`src/rtl/fetch_queue_pkg.sv`:
```
// fetch_queue_pkg: shared types and constants for the fetch queue slice.
package fetch_queue_pkg;

  // Fetch FSM: no request, one request outstanding, outstanding response to be discarded.
  typedef enum logic [1:0] {
    IDLE = 2'd0,
    WAIT = 2'd1,
    DROP = 2'd2
  } fq_state_e;

  // Instruction size in bytes; fetch addresses step by this amount.
  localparam logic [31:0] INSTR_ALIGN = 32'd4;

  // First fetch address after reset unless the instance overrides it.
  localparam logic [31:0] DEFAULT_RESET_PC = 32'h0000_0000;

  // Force an address onto an instruction boundary.
  function automatic logic [31:0] align_pc(input logic [31:0] pc);
    return pc & ~(INSTR_ALIGN - 32'd1);
  endfunction

endpackage

```
`src/rtl/fq_fifo.sv`:
```
// fq_fifo: DEPTH-entry FIFO for {instruction, pc} pairs with a flush input.
// DEPTH must be a power of two so the pointers wrap naturally.
module fq_fifo #(
  parameter int DEPTH = 4,
  parameter int WIDTH = 64,
  localparam int PW   = $clog2(DEPTH),
  localparam int CW   = $clog2(DEPTH + 1)
) (
  input  logic             clk,
  input  logic             rst,
  input  logic             flush,
  input  logic             push,
  input  logic [WIDTH-1:0] push_data,
  input  logic             pop,
  output logic [WIDTH-1:0] head_data,
  output logic [CW-1:0]    count,
  output logic             empty
);

  logic [WIDTH-1:0] mem_r [DEPTH];
  logic [PW-1:0]    wr_ptr_r;
  logic [PW-1:0]    rd_ptr_r;
  logic [CW-1:0]    count_r;
  logic             full_s;
  logic             do_push_s;
  logic             do_pop_s;

  // Qualify requests: pops need data, pushes need room (a same-cycle pop makes room).
  always_comb begin
    full_s    = (count_r == CW'(DEPTH));
    do_pop_s  = pop & (count_r != '0);
    do_push_s = push & (~full_s | do_pop_s);
  end

  // Storage, pointers and occupancy; flush empties the queue without touching storage.
  always_ff @(posedge clk or negedge rst) begin
    if (!rst) begin
      for (int i = 0; i < DEPTH; i++) begin
        mem_r[i] <= '0;
      end
      wr_ptr_r <= '0;
      rd_ptr_r <= '0;
      count_r  <= '0;
    end else if (flush) begin
      wr_ptr_r <= '0;
      rd_ptr_r <= '0;
      count_r  <= '0;
    end else begin
      if (do_push_s) begin
        mem_r[wr_ptr_r] <= push_data;
        wr_ptr_r        <= wr_ptr_r + 1'b1;
      end
      if (do_pop_s) begin
        rd_ptr_r <= rd_ptr_r + 1'b1;
      end
      if (do_push_s && !do_pop_s) begin
        count_r <= count_r + 1'b1;
      end else if (!do_push_s && do_pop_s) begin
        count_r <= count_r - 1'b1;
      end else begin
        count_r <= count_r;
      end
    end
  end

  // Head entry and status come straight from registers.
  always_comb begin
    head_data = mem_r[rd_ptr_r];
    count     = count_r;
    empty     = (count_r == '0);
  end

endmodule

```
`src/rtl/fetch_queue.sv`:
```
// fetch_queue: single-outstanding instruction fetcher feeding a small FIFO.
// Optional feature macro FETCH_QUEUE_BYPASS_EN: an ack into an empty queue is
// presented to the core in the same cycle.
module fetch_queue
  import fetch_queue_pkg::*;
#(
  parameter int          DEPTH    = 4,
  parameter logic [31:0] RESET_PC = DEFAULT_RESET_PC
) (
  input  logic        clk,
  input  logic        rst,
  output logic        imem_req,
  output logic [31:0] imem_addr,
  input  logic        imem_ack,
  input  logic [31:0] imem_rdata,
  input  logic        redirect,
  input  logic [31:0] redirect_pc,
  output logic        instr_valid,
  output logic [31:0] instr,
  output logic [31:0] instr_pc,
  input  logic        instr_ready
);

  localparam int          CW      = $clog2(DEPTH + 1);
  localparam logic [CW:0] DEPTH_L = (CW + 1)'(DEPTH);

  fq_state_e     state_r;
  fq_state_e     state_s;
  logic [31:0]   fetch_pc_r;
  logic [31:0]   fetch_pc_s;
  logic          ack_s;
  logic          push_s;
  logic          pop_s;
  logic          fifo_empty_s;
  logic [63:0]   head_s;
  logic [CW-1:0] count_s;
  logic [CW:0]   after_idle_s;
  logic [CW:0]   after_wait_s;

  // A redirect voids any same-cycle ack and pop.
  always_comb begin
    ack_s = (state_r == WAIT) & imem_ack & ~redirect;
    pop_s = ~fifo_empty_s & instr_ready & ~redirect;
  end

`ifdef FETCH_QUEUE_BYPASS_EN
  logic bypass_s;

  // Empty queue: show the arriving word now and skip the write if the core takes it.
  always_comb begin
    bypass_s    = ack_s & fifo_empty_s;
    push_s      = ack_s & ~(bypass_s & instr_ready);
    instr_valid = ~fifo_empty_s | bypass_s;
    if (bypass_s) begin
      instr    = imem_rdata;
      instr_pc = fetch_pc_r;
    end else begin
      instr    = head_s[63:32];
      instr_pc = head_s[31:0];
    end
  end
`else
  // Core interface is driven only by the queue head.
  always_comb begin
    push_s      = ack_s;
    instr_valid = ~fifo_empty_s;
    instr       = head_s[63:32];
    instr_pc    = head_s[31:0];
  end
`endif

  // Memory side is a decode of registered state.
  always_comb begin
    imem_req  = (state_r == WAIT);
    imem_addr = fetch_pc_r;
  end

  fq_fifo #(
    .DEPTH (DEPTH),
    .WIDTH (64)
  ) u_fifo (
    .clk       (clk),
    .rst       (rst),
    .flush     (redirect),
    .push      (push_s),
    .push_data ({imem_rdata, fetch_pc_r}),
    .pop       (pop_s),
    .head_data (head_s),
    .count     (count_s),
    .empty     (fifo_empty_s)
  );

  // Next state and next fetch PC; room checks use the occupancy after this cycle's pop/push.
  always_comb begin
    state_s      = state_r;
    fetch_pc_s   = fetch_pc_r;
    after_idle_s = {1'b0, count_s} - {{CW{1'b0}}, pop_s};
    after_wait_s = {1'b0, count_s} + {{CW{1'b0}}, push_s} - {{CW{1'b0}}, pop_s};
    case (state_r)
      IDLE: begin
        if (!redirect && (after_idle_s < DEPTH_L)) begin
          state_s = WAIT;
        end else begin
          state_s = IDLE;
        end
      end
      WAIT: begin
        if (redirect) begin
          state_s = imem_ack ? IDLE : DROP;
        end else if (imem_ack) begin
          state_s = (after_wait_s < DEPTH_L) ? WAIT : IDLE;
        end else begin
          state_s = WAIT;
        end
      end
      DROP: begin
        if (imem_ack) begin
          state_s = IDLE;
        end else begin
          state_s = DROP;
        end
      end
      default: begin
        state_s = IDLE;
      end
    endcase
    if (redirect) begin
      fetch_pc_s = align_pc(redirect_pc);
    end else if (ack_s) begin
      fetch_pc_s = fetch_pc_r + INSTR_ALIGN;
    end else begin
      fetch_pc_s = fetch_pc_r;
    end
  end

  // State and PC registers.
  always_ff @(posedge clk or negedge rst) begin
    if (!rst) begin
      state_r    <= IDLE;
      fetch_pc_r <= RESET_PC;
    end else begin
      state_r    <= state_s;
      fetch_pc_r <= fetch_pc_s;
    end
  end

endmodule
```
`config.mk`:
```
export PLATFORM = sky130hd
export DESIGN_NAME = fetch_queue
export DESIGN_NICKNAME = d
export VERILOG_FILES = /design/src/rtl/fetch_queue_pkg.sv /design/src/rtl/fq_fifo.sv /design/src/rtl/fetch_queue.sv
export SDC_FILE = /design/constraint.sdc
export NUM_CORES = 1
export LEC_CHECK = 0
export ABC_CLOCK_PERIOD_IN_PS = 3200
export BUFFER_PORTS_ARGS = -buffer_cell sky130_fd_sc_hd__buf_2
export CORE_ASPECT_RATIO = 0.5
export CORE_MARGIN = 4
export CORE_UTILIZATION = 59
export DETAILED_ROUTE_END_ITERATION = 12
export PLACE_DENSITY = 0.82
export SLEW_MARGIN = 20
export SYNTH_ARGS = -nofsm -noshare
export SYNTH_HDL_FRONTEND = slang
export SYNTH_HIERARCHICAL = 1
export SYNTH_SLANG_ARGS = --single-unit
```
`constraint.sdc`:
```
create_clock -name clk -period 3.2 [get_ports clk]
set_input_delay 0.32 -clock clk [delete_from_list [all_inputs] [get_ports clk]]
set_output_delay 0.32 -clock clk [all_outputs]
set_load 0.02 [all_outputs]
```
==> results.toml, run 1 <==
[drt]
vias = 8421
route.final.wire_length_um = 32100
drcViolationCount = 0
dr.pass1.iters = 4
antenna_violating_nets_post_route = 0
routedWlPerCell_um = 22.2
drt_iter0_markers = 504
avgViaCountPerCell = 5.83

[worst_setup_path]
critical_path.top_delay_family = "flip-flops"
worst-r2r-setup-slack_ns = 0.53
worstSetupPathType = "register to output port"
reg2reg_from = "u_fifo/count[1]"
timing.critical_path.required_ns = 2.88
cp-end-kind = "output port"
worstPathMaxFanout = 23
reg2reg_depth = 7
timing.critical_path.slowest_stage_cell = "sky130_fd_sc_hd__dfrtp_4"
worst_ep_arrival_time_ns = 2.35
cp_num_buf_inv = 2
startpoint_type = "register"
critical_r2r_capture = "u_fifo/mem_r[246]"
crit_path_cell_trace = "buf_12 > mux4_2 > buf_2"
critical_path.max_stage_delay_ns = 0.75

[timing]
achievable-frequency_mhz = 374
tightestPinTransition_ns = 0.870
report.final.slew_viol_count = 0
setup_violations = 0
final_min_period_over_clock_period_pct = 83.5
slew-limit-headroom_pct = 42.0
finalWorstPathRequiredPeriod_ns = 2.67
hold_viol_final = 0
timing.clock.skew_ns = 0.0110
rsz_0062_raised_after_global_routing = "false"
finalSetupTns_ns = 0

[floorplanning]
design.core.area_mm2 = 0.0244
core.rowCount = 40
dieWidth_um = 233
fp.dieArea_mm2 = 0.0280
die_height_um = 120
initial_utilization_pct = 61.0
pin_count = 167

[cts]
cts_repair_resize_count = 0
ctsHtreeMaxLevel = 1
numClockSinks = 295
cts_tree = "built"
worstSkewPairLatency_ns = 0.54
tritoncts.num_buffers = 26
cts.reportedPaths.clkPinSlew_ns = 0.07
clock_tree.buffer_depth = 3
cts.root.buffer_cell = "sky130_fd_sc_hd__clkbuf_16"

[synthesis]
synth-warning-count = 6
netlist_area_mm2 = 0.0149
ys_types = 52
synth_seq_cells = 295
synth_sequential_area_ratio_pct = 49.6
netlist_instances = 903
post_synth.cell_area_avg_um2 = 16.5

[global_routing]
grt_pass1_wl_um = 51900
groute.usage.overall_pct = 23.2
grt_antenna_before_repair = 1
maximum_number_of_pins_on_one_net_before_global_route_repair = 114
first_global_vias = 9198
grt_remaining_overflow = 0

[min_path]
min-delay-path-class = "input port to register"
hold_path_depth = 3
worst_hold_start = "redirect_pc[23]"
timing.hold.worst_endpoint = "imem_addr[23]"

[placement]
dp_hpwl_um = 20400
gp_congestion = 0.820
buffer_ports.inserted = 162

[job]
timing.max_cap.violations = 0

[power_and_ir_drop]
ir_worst_vdd_mv = 0.325
post-layout-total-power_mw = 9.79
power-per-cell-area_mw_per_mm2 = 578
power.leakage_nw = 8.62

[cells_and_area]
post_route_cells_drive_above_1_share_pct = 51.7
numnets_final = 1170
layout-area-overhead-vs-synth_pct = 14.0

[status]
status = "completed"
[power breakdown]
part / switching [mW] / internal (mW) / total (mW) / leakage, nW
sequential: 0.320 / 4.14 / 4.46 / 3.94
clock: 1.39 / 1.93 / 3.32 / 0.443
combinational: 0.949 / 1.06 / 2.01 / 4.24
[worst max path at each step]
| stage | start | endpoint | slack [ns] | cells after the start |
|---|---|---|---|---|
| 6_report | u_fifo/rd_ptr_r[0] | instr_pc[0] | 0.53 | 3 |
| 5_1_grt | u_fifo/count[1] | u_fifo/mem_r[241] | 0.40 | 7 |
| 4_1_cts | u_fifo/rd_ptr_r[0] | instr[7] | 0.47 | 3 |
| 3_5_place_dp | u_fifo/count[1] | u_fifo/mem_r[246] | 0.56 | 7 |
| 3_3_place_gp | u_fifo/count[1] | u_fifo/mem_r[239] | 0.62 | 7 |
| 2_1_floorplan | u_fifo/count[2] | u_fifo/mem_r[100] | 0.65 | 11 |
[Yosys cell counts, drive strengths merged]
master	n	area [um^2]
and2	2	12.5
mux4	64	1440
o21a	1	7.51
and4	4	35.0
xnor2	15	131
clkbuf	14	53.8
o21bai	1	7.51
nor2b	3	18.8
and4bb	1	12.5
mux2i	2	20.0
fa	1	20.0
nand4b	7	136
and2b	1	7.51
o2111ai	1	8.76
dfrtp	295	7380
o21ai	33	169
a21oi	4	20.0
nand4bb	1	11.3
nand3	11	55.1
xor2	18	158
a221oi	1	8.76
mux2	258	3810
and3	8	50.1
a211oi	2	15.0
nand3b	3	22.5
inv	10	37.5
nand2	40	150
nor4	2	12.5
nor2	18	67.6
ha	9	113
nor4b	1	8.76
conb	1	3.75
o311ai	1	8.76
nor3	9	80.1
nand2b	2	12.5
or4b	2	23.8
buf	45	663
nand4	8	50.1
a31oi	1	6.26
o211ai	2	15.0
o31ai	1	7.51
[worst register-to-register path, cell delays in order (launching register included)]
cell and delay, ns:
sky130_fd_sc_hd__dfrtp_1 0.38, sky130_fd_sc_hd__nor3_1 0.30, sky130_fd_sc_hd__nand2b_1 0.19, sky130_fd_sc_hd__nor2_1 0.07
sky130_fd_sc_hd__or4b_4 0.58, sky130_fd_sc_hd__nand4b_4 0.40, sky130_fd_sc_hd__buf_12 0.28, sky130_fd_sc_hd__mux2_4 0.36
[registers in the layout, indices dropped and copies added (netlist names)]
name,cells
u_fifo/mem_r,256
imem_addr,30
u_fifo/count,3
state_r,2
u_fifo/rd_ptr_r,2
u_fifo/wr_ptr_r,2
[per-stage QoR]
stage	util (%)	hold slack [ns]	std cells	cell area [um^2]	setup WS, ns
finish	69.5	0.0206	1444	16900	0.528
global route	69.5	0.00938	1444	16900	0.397
CTS	69.5	0.00387	1443	16900	0.473
detailed placement	65.0	0.474	1380	15900	0.555
global placement	65.0	0.457	1380	15900	0.619
floorplan	-	0.0244	912	14900	0.655
[layout make-up]
cell class	count	area [um^2]
sequential	295	7390
inverter	10	37.5
clock buffer	35	776
timing repair buffer	210	1430
clock inverter	9	125
antenna	1	2.50
fill	1580	7430
tap	336	420
multi-input combinational	548	6770
[cells in the final DEF, fill, tap and decap left out, types with 18 or more instances in the layout]
master / netlist / routed
sky130_fd_sc_hd__nor2_1: 18 / 18
sky130_fd_sc_hd__o21ai_1: 19 / 19
sky130_fd_sc_hd__clkbuf_16: 0 / 27
sky130_fd_sc_hd__xor2_1: 18 / 18
sky130_fd_sc_hd__dlygate4sd3_1: 0 / 19
sky130_fd_sc_hd__buf_2: 7 / 161
sky130_fd_sc_hd__mux2_4: 240 / 240
sky130_fd_sc_hd__dfrtp_1: 295 / 293
sky130_fd_sc_hd__mux2_2: 18 / 18
sky130_fd_sc_hd__nand2_1: 40 / 40
sky130_fd_sc_hd__mux4_2: 64 / 64
[logic make-up after synthesis]
kind of cell	Yosys count	share of synthesized area, %
buf+inv	69	5.07
simple gates	123	5.16
fa+ha+maj	10	0.892
xor+xnor	33	1.94
mux	324	35.4
other cells	1	0.0252
compound gates	48	1.84
flops	295	49.6
[what timing repair did]
action / CTS / global route
buffers inserted: 0 / 0
endpoints found under the hold margin: 126 / 0
hold buffers: 19 / 0
[layer usage]
| metal | GRT usage [%] | share of wire (%) |
|---|---|---|
| met2 | 38.4 | 49 |
| met4 | 6.79 | 2.9 |
| met1 | 32.1 | 44 |
| met5 | 0 | 0 |
| met3 | 3.88 | 4.1 |
Note: power is estimated with default switching activity, not from simulation.
==> inputs of run 2 (changes only) <==
--- a/config.mk
+++ b/config.mk
@@ -5,7 +5,7 @@
 export SDC_FILE = /design/constraint.sdc
 export NUM_CORES = 1
 export LEC_CHECK = 0
-export ABC_CLOCK_PERIOD_IN_PS = 3200
+export ABC_CLOCK_PERIOD_IN_PS = 2800
 export BUFFER_PORTS_ARGS = -buffer_cell sky130_fd_sc_hd__buf_2
 export CORE_ASPECT_RATIO = 0.5
 export CORE_MARGIN = 4
==> constraint.sdc (replaced) <==
create_clock -name clk -period 2.8 [get_ports clk]
set_input_delay 0.28 -clock clk [delete_from_list [all_inputs] [get_ports clk]]
set_output_delay 0.28 -clock clk [all_outputs]
set_load 0.02 [all_outputs]
==> run 2 against run 1 <==
Compared with the run above:
- count of clock-buffer cells in the layout is 2 higher
- first-iteration DRC count is 21% higher
- power is 14% higher
- routed wire length is 1.9% higher
- register-to-register slack worse by 0.28 ns
- largest power group unchanged
- sequential cell count stayed put
- clock power is 13% higher
- final cell count is 1.6% higher
- non-clock buffer count is 20 higher
==> results.toml, run 2 (synthesis results as in run 1) <==
[global_routing]
grt_remaining_overflow = 0
grt_pass1_wl_um = 52800
grt_antenna_before_repair = 0
maximum_number_of_pins_on_one_net_before_global_route_repair = 81
groute.usage.overall_pct = 23.7
first_global_vias = 9375

[floorplanning]
initial_utilization_pct = 61.0
fp.dieArea_mm2 = 0.0280
core.rowCount = 40
design.core.area_mm2 = 0.0244
die_height_um = 120
dieWidth_um = 233
pin_count = 167

[cts]
cts_repair_resize_count = 0
cts_hold_buf = 37
worstSkewPairLatency_ns = 0.55
numClockSinks = 295
clock_tree.buffer_depth = 3
cts.reportedPaths.clkPinSlew_ns = 0.07
ctsHtreeMaxLevel = 1
tritoncts.num_buffers = 27
cts.root.buffer_cell = "sky130_fd_sc_hd__clkbuf_16"
cts_tree = "built"
cts_setup_buffers = 0

[placement]
gp_congestion = 0.860
placedInstanceArea_mm2 = 0.0159
dp_hpwl_um = 20300
buffer_ports.inserted = 162

[drt]
drcViolationCount = 0
vias = 8465
drt_iter0_markers = 612
avgViaCountPerCell = 5.77
dr.pass1.iters = 5
routedWlPerCell_um = 22.3
antenna_violating_nets_post_route = 0
route.final.wire_length_um = 32700

[power_and_ir_drop]
ir_worst_vdd_mv = 0.443
power-per-cell-area_mw_per_mm2 = 653
power.leakage_nw = 8.69
post-layout-total-power_mw = 11.2

[cells_and_area]
layout.cell_area.non_filler_mm2 = 0.0171
largest_register_ff_count = 256
multi_input_area_mm2 = 0.00677
post_route_cells_drive_above_1_share_pct = 50.8
layout_commonest_cell = "sky130_fd_sc_hd__dfrtp_1"
final-seq-area_mm2 = 0.00739
largest-register = "u_fifo/mem_r"
antenna-diode-count = 0
mostFrequentLayoutCells = "293 x sky130_fd_sc_hd__dfrtp_1, 240 x sky130_fd_sc_hd__mux2_4, 161 x sky130_fd_sc_hd__buf_2"
layout-area-overhead-vs-synth_pct = 15.1
filler_cell_count = 1529
numnets_final = 1191

[worst_setup_path]
worstSetupPathType = "register to register"
worstPathMaxFanout = 19
startpoint_type = "register"
cp-end-kind = "register"
timing.critical_path.required_ns = 3.22
worst_ep_arrival_time_ns = 2.97

[timing]
timing.clock.skew_ns = 0.0168
finalSetupTns_ns = 0
setup_violations = 0
final_min_period_over_clock_period_pct = 91.0
hold_viol_final = 0
achievable-frequency_mhz = 392
slew-limit-headroom_pct = 61.7
tightestPinTransition_ns = 0.575
finalWorstPathRequiredPeriod_ns = 2.55
report.final.slew_viol_count = 0
rsz_0062_raised_after_global_routing = "false"

[status]
status = "completed"

[min_path]
min-delay-path-class = "input port to register"

[job]
timing.max_cap.violations = 0
## run 2: cell count changes in the layout (fill, tap and decap cells not counted), sizes merged
| cell | delta |
|---|---|
| bufinv | -1 |
| dlygate4sd3 | +18 |
| clkbuf | +2 |
| inv | +1 |
| clkinv | +2 |
| diode | -1 |
| buf | +2 |
## run 2: metrics by stage
step | std cells | setup slack [ns] | util (%) | hold WS, ns
after global routing | 1467 | 0.181 | 70.2 | 0.00356
after CTS | 1467 | 0.261 | 70.2 | 0.000301
after detailed placement | 1382 | 0.271 | 65.1 | 0.303
after global placement | 1382 | 0.300 | 65.1 | 0.290
after floorplan | 912 | 0.255 | - | -0.0156
final | 1467 | 0.252 | 70.2 | 0.0122
## run 2: worst max-delay path, stage by stage, from the launching register on
cell	delay (ns)
sky130_fd_sc_hd__dfrtp_1	0.38
sky130_fd_sc_hd__nor3_1	0.27
sky130_fd_sc_hd__nand2b_1	0.19
sky130_fd_sc_hd__nor2_1	0.07
sky130_fd_sc_hd__or4b_4	0.59
sky130_fd_sc_hd__nand4b_4	0.32
sky130_fd_sc_hd__buf_12	0.26
sky130_fd_sc_hd__mux2_4	0.32
## run 2: layout make-up
| class | instances | area share [%] |
|---|---|---|
| clock inverter | 11 | 0.709 |
| inverter | 10 | 0.219 |
| timing repair buffer | 230 | 9.42 |
| tap | 336 | 2.46 |
| multi-input combinational | 548 | 39.6 |
| sequential | 295 | 43.2 |
| clock buffer | 37 | 4.46 |
## run 2: routing by layer
metal | global-route usage [%] | wire length [um] | vias to the layer above
met5 | 0 | 0 | -
met4 | 7.16 | 1020 | 0
met3 | 3.39 | 1050 | 63
met2 | 39.6 | 16200 | 203
met1 | 32.7 | 14400 | 4490
li1 | - | - | 3709
## run 2: worst paths after layout
kind,from,to,slack [ns],cells after the start
worst max-delay path,u_fifo/count[1],u_fifo/mem_r[51],0.25,7
worst min-delay path,redirect_pc[16],imem_addr[16],0.01,3
worst max register to register,u_fifo/count[1],u_fifo/mem_r[51],0.25,7
worst min register to register,u_fifo/mem_r[63],u_fifo/mem_r[63],0.50,1
max in group asynchronous,rst,u_fifo/mem_r[124],1.61,3
min in group asynchronous,rst,u_fifo/mem_r[145],0.30,2
## run 2: where the power goes
part	internal, mW	leakage (nW)	total [mW]	switching, mW
Clock	2.10	0.432	3.74	1.64
Sequential	4.73	3.94	5.10	0.371
Combinational	1.22	4.32	2.32	1.10
Total	8.05	8.69	11.2	3.12
